<file path="src/rtl/acortex_pcm_rd_arb_if.sv">
// rtl/acortex_pcm_rd_arb_if.sv - one requester channel of the acortex PCM read arbiter
interface acortex_pcm_rd_arb_if #(
    parameter int DATA_W = 32,
    parameter int ADDR_W = 8
);
    logic              valid;
    logic [ADDR_W-1:0] addr;
    logic [ADDR_W:0]   len;
    logic              ack;
    logic [DATA_W-1:0] rdata;
    logic              rvalid;
    logic              done;

    modport master (output valid, addr, len, input ack, rdata, rvalid, done);
    modport slave  (input valid, addr, len, output ack, rdata, rvalid, done);
endinterface

</file>
<file path="src/rtl/acortex_pcm_rd_arb.sv">
// rtl/acortex_pcm_rd_arb.sv - two-requester round-robin burst arbiter for the PCM read port
module acortex_pcm_rd_arb #(
    parameter int DATA_W = 32,
    parameter int ADDR_W = 8,
    parameter int RD_LAT = 2
) (
    input  logic                clk,
    input  logic                rst_n,
    input  logic                pcm_rdy,
    acortex_pcm_rd_arb_if.slave req0,
    acortex_pcm_rd_arb_if.slave req1,
    output logic                mem_rd_en,
    output logic [ADDR_W-1:0]   mem_addr,
    input  logic [DATA_W-1:0]   mem_rdata,
    output logic                busy
);
    typedef enum logic [1:0] {IDLE, ISSUE, DRAIN, DONE} state_t;

    state_t            state, state_nxt;
    logic [ADDR_W-1:0] addr_cnt;
    logic [ADDR_W:0]   rem;
    logic              owner, rr_ptr, first;
    logic [RD_LAT-1:0] pipe_v, pipe_o, pipe_l;
    logic              elig0, elig1, pick1, grant;
    logic              out_v, out_o, out_l;
    logic [ADDR_W:0]   sel_len;
    logic              ack, zdone, last_issue;

    assign elig0   = req0.valid && pcm_rdy;
    assign elig1   = req1.valid;
    // rr_ptr=1 means req1 wins a tie
    assign pick1   = elig1 && (!elig0 || rr_ptr);
    assign grant   = (state == IDLE) && (elig0 || elig1);
    assign sel_len = pick1 ? req1.len : req0.len;

    assign last_issue = mem_rd_en && (rem == (ADDR_W+1)'(1));
    assign out_v      = pipe_v[RD_LAT-1];
    assign out_o      = pipe_o[RD_LAT-1];
    assign out_l      = pipe_l[RD_LAT-1];

    always_ff @(posedge clk or negedge rst_n) begin
        if (!rst_n) state <= IDLE;
        else        state <= state_nxt;
    end

    always_comb begin
        state_nxt = state;
        mem_rd_en = 1'b0;
        ack       = 1'b0;
        zdone     = 1'b0;
        case (state)
            IDLE: begin
                if (elig0 || elig1)
                    state_nxt = (sel_len == '0) ? DONE : ISSUE;
            end
            ISSUE: begin
                mem_rd_en = 1'b1;
                ack       = first;
                if (rem == (ADDR_W+1)'(1)) state_nxt = DRAIN;
            end
            DRAIN: begin
                if (out_v && out_l) state_nxt = IDLE;
            end
            DONE: begin
                ack       = 1'b1;
                zdone     = 1'b1;
                state_nxt = IDLE;
            end
            default: state_nxt = IDLE;
        endcase
    end

    always_ff @(posedge clk or negedge rst_n) begin
        if (!rst_n) begin
            addr_cnt <= '0;
            rem      <= '0;
            owner    <= 1'b0;
            rr_ptr   <= 1'b0;
            first    <= 1'b0;
            pipe_v   <= '0;
            pipe_o   <= '0;
            pipe_l   <= '0;
        end else begin
            if (grant) begin
                addr_cnt <= pick1 ? req1.addr : req0.addr;
                rem      <= sel_len;
                owner    <= pick1;
                rr_ptr   <= !pick1;
                first    <= 1'b1;
            end else if (mem_rd_en) begin
                addr_cnt <= addr_cnt + 1'b1;
                rem      <= rem - 1'b1;
                first    <= 1'b0;
            end
            // Return tag pipe matches the memory latency so tags line up with mem_rdata
            pipe_v[0] <= mem_rd_en;
            pipe_o[0] <= owner;
            pipe_l[0] <= last_issue;
            for (int i = 1; i < RD_LAT; i++) begin
                pipe_v[i] <= pipe_v[i-1];
                pipe_o[i] <= pipe_o[i-1];
                pipe_l[i] <= pipe_l[i-1];
            end
        end
    end

    assign mem_addr    = mem_rd_en ? addr_cnt : '0;
    assign busy        = (state != IDLE);

    assign req0.ack    = ack && !owner;
    assign req1.ack    = ack && owner;
    assign req0.rvalid = out_v && !out_o;
    assign req1.rvalid = out_v && out_o;
    assign req0.rdata  = req0.rvalid ? mem_rdata : '0;
    assign req1.rdata  = req1.rvalid ? mem_rdata : '0;
    assign req0.done   = (zdone && !owner) || (out_v && out_l && !out_o);
    assign req1.done   = (zdone && owner) || (out_v && out_l && out_o);
endmodule

</file>
<file path="src/flat_wrapper.sv">
// flat-port wrapper written by rule: the top's interface ports become plain ports
module acortex_pcm_rd_arb_flat 
#(
    parameter int DATA_W = 32,
    parameter int ADDR_W = 8,
    parameter int RD_LAT = 2
)
  (clk, rst_n, pcm_rdy, mem_rd_en, mem_addr, mem_rdata, busy, req0_valid, req0_addr, req0_len, req0_ack, req0_rdata, req0_rvalid, req0_done, req1_valid, req1_addr, req1_len, req1_ack, req1_rdata, req1_rvalid, req1_done);
  acortex_pcm_rd_arb_if #(.DATA_W(DATA_W), .ADDR_W(ADDR_W)) req0_i ();
  acortex_pcm_rd_arb_if #(.DATA_W(DATA_W), .ADDR_W(ADDR_W)) req1_i ();
  input  logic clk;
  input  logic rst_n;
  input  logic pcm_rdy;
  output logic mem_rd_en;
  output logic [ADDR_W-1:0] mem_addr;
  input  logic [DATA_W-1:0] mem_rdata;
  output logic busy;
  input wire logic [$bits(req0_i.valid)-1:0] req0_valid;
  input wire logic [$bits(req0_i.addr)-1:0] req0_addr;
  input wire logic [$bits(req0_i.len)-1:0] req0_len;
  output wire logic [$bits(req0_i.ack)-1:0] req0_ack;
  output wire logic [$bits(req0_i.rdata)-1:0] req0_rdata;
  output wire logic [$bits(req0_i.rvalid)-1:0] req0_rvalid;
  output wire logic [$bits(req0_i.done)-1:0] req0_done;
  input wire logic [$bits(req1_i.valid)-1:0] req1_valid;
  input wire logic [$bits(req1_i.addr)-1:0] req1_addr;
  input wire logic [$bits(req1_i.len)-1:0] req1_len;
  output wire logic [$bits(req1_i.ack)-1:0] req1_ack;
  output wire logic [$bits(req1_i.rdata)-1:0] req1_rdata;
  output wire logic [$bits(req1_i.rvalid)-1:0] req1_rvalid;
  output wire logic [$bits(req1_i.done)-1:0] req1_done;
  assign req0_i.valid = req0_valid;
  assign req0_i.addr = req0_addr;
  assign req0_i.len = req0_len;
  assign req0_ack = req0_i.ack;
  assign req0_rdata = req0_i.rdata;
  assign req0_rvalid = req0_i.rvalid;
  assign req0_done = req0_i.done;
  assign req1_i.valid = req1_valid;
  assign req1_i.addr = req1_addr;
  assign req1_i.len = req1_len;
  assign req1_ack = req1_i.ack;
  assign req1_rdata = req1_i.rdata;
  assign req1_rvalid = req1_i.rvalid;
  assign req1_done = req1_i.done;
  acortex_pcm_rd_arb #(.DATA_W(DATA_W), .ADDR_W(ADDR_W), .RD_LAT(RD_LAT)) u_core (.clk(clk), .rst_n(rst_n), .pcm_rdy(pcm_rdy), .req0(req0_i), .req1(req1_i), .mem_rd_en(mem_rd_en), .mem_addr(mem_addr), .mem_rdata(mem_rdata), .busy(busy));
endmodule
</file>
<file path="config.mk">
export PLATFORM = sky130hd
export DESIGN_NAME = acortex_pcm_rd_arb_flat
export DESIGN_NICKNAME = d
export VERILOG_FILES = /design/src/rtl/acortex_pcm_rd_arb_if.sv /design/src/rtl/acortex_pcm_rd_arb.sv /design/src/flat_wrapper.sv
export SDC_FILE = /design/constraint.sdc
export NUM_CORES = 1
export LEC_CHECK = 0
export ABC_AREA = 1
export BUFFER_PORTS_ARGS = -buffer_cell sky130_fd_sc_hd__buf_2
export CAP_MARGIN = 20
export CORE_MARGIN = 1
export CORE_UTILIZATION = 42
export CTS_BUF_LIST = sky130_fd_sc_hd__clkbuf_16
export DETAILED_ROUTE_END_ITERATION = 10
export MAX_ROUTING_LAYER = met4
export PLACE_DENSITY = 0.79
export SLEW_MARGIN = 25
export SYNTH_ARGS = -nofsm -noshare
export SYNTH_HDL_FRONTEND = slang
export SYNTH_SLANG_ARGS = --single-unit
</file>
<file path="constraint.sdc">
create_clock -name clk -period 1.62 [get_ports clk]
set_clock_uncertainty 0.05 [all_clocks]
set_input_delay 0.162 -clock clk [delete_from_list [all_inputs] [get_ports clk]]
set_output_delay 0.162 -clock clk [all_outputs]
set_load 0.03 [all_outputs]
</file>
==> summary.txt <==
Clock tree
  • Longest Clk Path Bufs: 2
  • H-tree depth: 1
  • CTS Buf Count: 3
  • Clock sinks: 28
  • Root buf cell: clkbuf_16
  • Clock latency on the worst-skew pair: 0.26 ns
  • Post-CTS setup buffer count: 0
  • CTS tree: done
  • Clk slew on worst S/H paths: 0.07 ns

Floorplan
  • Rows: 26
  • Chip height: 75.3 um
  • Die area: about 5700 sq um
  • Core Area: 5140 sq um
  • Initial Utilization: 43.9%
  • IO Count: 151
  • Die X: 75.3 um

Route
  • Via Count: about 2,700
  • Drt drc: 0
  • Final wirelength: 6570 um
  • Drt pass-1 iters: 4
  • Via density: 4.85
  • Post-route antenna net violation count: 0
  • DR WL/cell: 11.6 um
  • DR iter-0 viols: ~100

Worst hold path
  • Min-delay src: req1_addr[2]
  • Worst Hold Depth: 3
  • Worst Hold Class: primary input to flop
  • Worst hold endpoint: u_core.addr_cnt[2]$_DFFE_PN0P_

Layout
  • Most frequent cells in the layout: buf_2 (146), nor2_1 (83), inv_1 (68)
  • Area Growth Syn to Fin: 42.8%
  • Nets: 571
  • Diode count: 0
  • Share of layout cells above drive strength 1: between 30% and 40%
  • Layout fillers: 482
  • Commonest non-fill, non-tap cell in the layout: buf_2

STA
  • Final setup violation count: 0
  • Setup Total Neg Slack: 0 ns
  • Fin crit period: 1.62 ns
  • Slew @ Worst Pin: 0.614 ns
  • Fmax: 0.617 GHz
  • Final period util: 100%
  • Count of final max-slew check failures: 0
  • Final Hold Viols: 0
  • Final setup margin: 0.000147 ns
  • Unrepaired setup endpoints after global routing: true
  • Slew headroom: approximately three fifths

Worst setup path
  • CP cell instances: nor2_4 -> inv_4 -> nor2_1 -> buf_4
  • Crit path capture type: output pin
  • R2R Path End: u_core.addr_cnt[2]$_DFFE_PN0P_
  • Reg2reg start: u_core.state[1]$_DFFE_PN0P_
  • CP peak stage delay: 0.47 ns
  • CP Launch Type: flop
  • Worst Path Max Fanout: 17
  • Setup CP Type: flop to output pin
  • Slowest stage cell, crit path: dfrtp_1
  • Reg2Reg Setup Slack: ~0.060 ns
  • Crit path DAT: 1.41 ns
  • R2R cell count: 7
  • WP data required: 1.41 ns

Yosys
  • Number of synthesized flops with an enable pin: 0
  • Ys async rst share: 100%
  • Mapped Nets: 420
  • Primary FF master, synth: dfrtp_1
  • Seq/Total Area, Yosys: 31.0%
  • Synthesis warning total: 0
  • Post-synthesis area per instance: between 6 and 7 sq um
  • Yosys cell types: 40
  • Cell Area, Synth: roughly 2300 sq um
  • Post-Synthesis Cells: 346
  • Seq cells post-synth: 28

Global route
  • Global-route wire length before repair: between 9000 and 10,000 um
  • Vias in the first global route: between 2,000 and 2,500
  • Gr usage total: between 20% and 30%
  • Largest net degree at the start of global routing: 34
  • Total gr overflow: 0
  • Initial antenna violation count: 0

Power and ir drop
  • Leak pwr: 1.96 nW
  • Peak supply drop: 0.623 mV
  • Pwr/cell area: 746 nW/um^2

Place
  • Routability cong.: 0.850
  • # port buffers: 150
  • Dpl ws: 0.0960 ns
  • DP HPWL: about 5300 um

Job
  • Max Cap Viol: 0

Outcome
  • Status: completed
-- final cells by class --
class | count | area [sq um] | share of cell area [%]
inverters | 72 | 273 | 8.46
well taps | 70 | 87.6 | 2.72
clock buffers | 3 | 75.1 | 2.33
repair buffers | 158 | 840 | 26.0
multi-input cells | 234 | 1220 | 37.8
clock inverters | 1 | 30.0 | 0.931
flip-flops and latches | 28 | 701 | 21.7
-- layer usage --
layer	vias to the layer above	global-route usage, %	wire, um
met3	8	3.44	404
li1	1373	-	-
met5	-	-	0
met1	1258	27.1	2700
met4	0	7.00	70
met2	104	42.3	3390
-- worst max-delay path: cells and delay by family (launching register included) --
kind,cells,cell delay (ns)
DFF,1,0.47
buffers and inverters,2,0.31
and+or+nand+nor,2,0.35
-- Yosys cell counts, drive strengths merged, types with 2 or more instances --
| master | n | share of area (%) |
|---|---|---|
| o21ai | 13 | 3.0 |
| dfrtp | 28 | 31 |
| a21oi | 4 | 1.1 |
| a22oi | 5 | 2.3 |
| o211ai | 6 | 2.2 |
| buf | 6 | 2.4 |
| ha | 3 | 1.7 |
| nand3b | 4 | 1.3 |
| nand3 | 21 | 5.4 |
| inv | 72 | 12 |
| o221ai | 4 | 1.6 |
| clkbuf | 6 | 1.0 |
| a31oi | 2 | 0.55 |
| nand2 | 65 | 13 |
| nand4 | 4 | 1.1 |
| nor2 | 92 | 17 |
| o21bai | 2 | 0.66 |
| nor3 | 3 | 0.66 |
| o22ai | 2 | 0.55 |
-- stage by stage --
stage | utilization, % | power [mW] | std cells | hold WS, ns | cell area, sq um
floorplan | - | 1.40 | 346 | -0.184 | 2260
CTS | 62.4 | 2.41 | 566 | 0.116 | 3210
global route | 62.8 | 2.54 | 566 | 0.130 | 3230
finish | 62.8 | 2.40 | 566 | 0.119 | 3230
global placement | 60.0 | 1.66 | 561 | 0.161 | 3080
detailed placement | 60.0 | 1.67 | 561 | 0.164 | 3080
-- report_power, final --
| group | total (mW) | switching, mW | internal [mW] |
|---|---|---|---|
| Combinational | 0.842 | 0.538 | 0.304 |
| Sequential | 0.840 | 0.0719 | 0.768 |
| Clock | 0.723 | 0.231 | 0.492 |
-- cell families (layout without fill, tap and decap cells) --
logic type	count (synthesis)	after routing	synth area share, %
compound gates	40	40	13.1
flops	28	28	31.0
xor+xnor	1	1	0.388
buf+inv	84	234	15.4
simple gates	190	190	38.4
fa+ha+maj	3	3	1.66
-- state kept, by name, summed over array words and instances (netlist names) --
signal           flops
u_core.rr_ptr        1
u_core.pipe_l        2
u_core.first         1
u_core.pipe_v        2
u_core.pipe_o        2
u_core.addr_cnt      8
u_core.owner         1
u_core.state         2
u_core.rem           9
-- worst max path at each step --
stage | cells past startpoint | end | start
2_1_floorplan | 6 | u_core.addr_cnt[3]$_DFFE_PN0P_ | u_core.state[1]$_DFFE_PN0P_
3_3_place_gp | 10 | u_core.state[1]$_DFFE_PN0P_ | u_core.rr_ptr$_DFFE_PN0P_
3_5_place_dp | 9 | u_core.addr_cnt[6]$_DFFE_PN0P_ | u_core.addr_cnt[0]$_DFFE_PN0P_
4_1_cts | 4 | mem_addr[0] | u_core.state[1]$_DFFE_PN0P_
5_1_grt | 5 | mem_addr[5] | u_core.state[0]$_DFFE_PN0P_
6_report | 4 | mem_addr[5] | u_core.state[1]$_DFFE_PN0P_
-- what timing repair did --
item,in CTS,in global routing
endpoints found under the hold margin,28,0
endpoints found under the setup margin,4,23
hold buffers,1,0
gates resized for setup,4,5
cloned,0,0
Power figures use the tool's default switching activity.
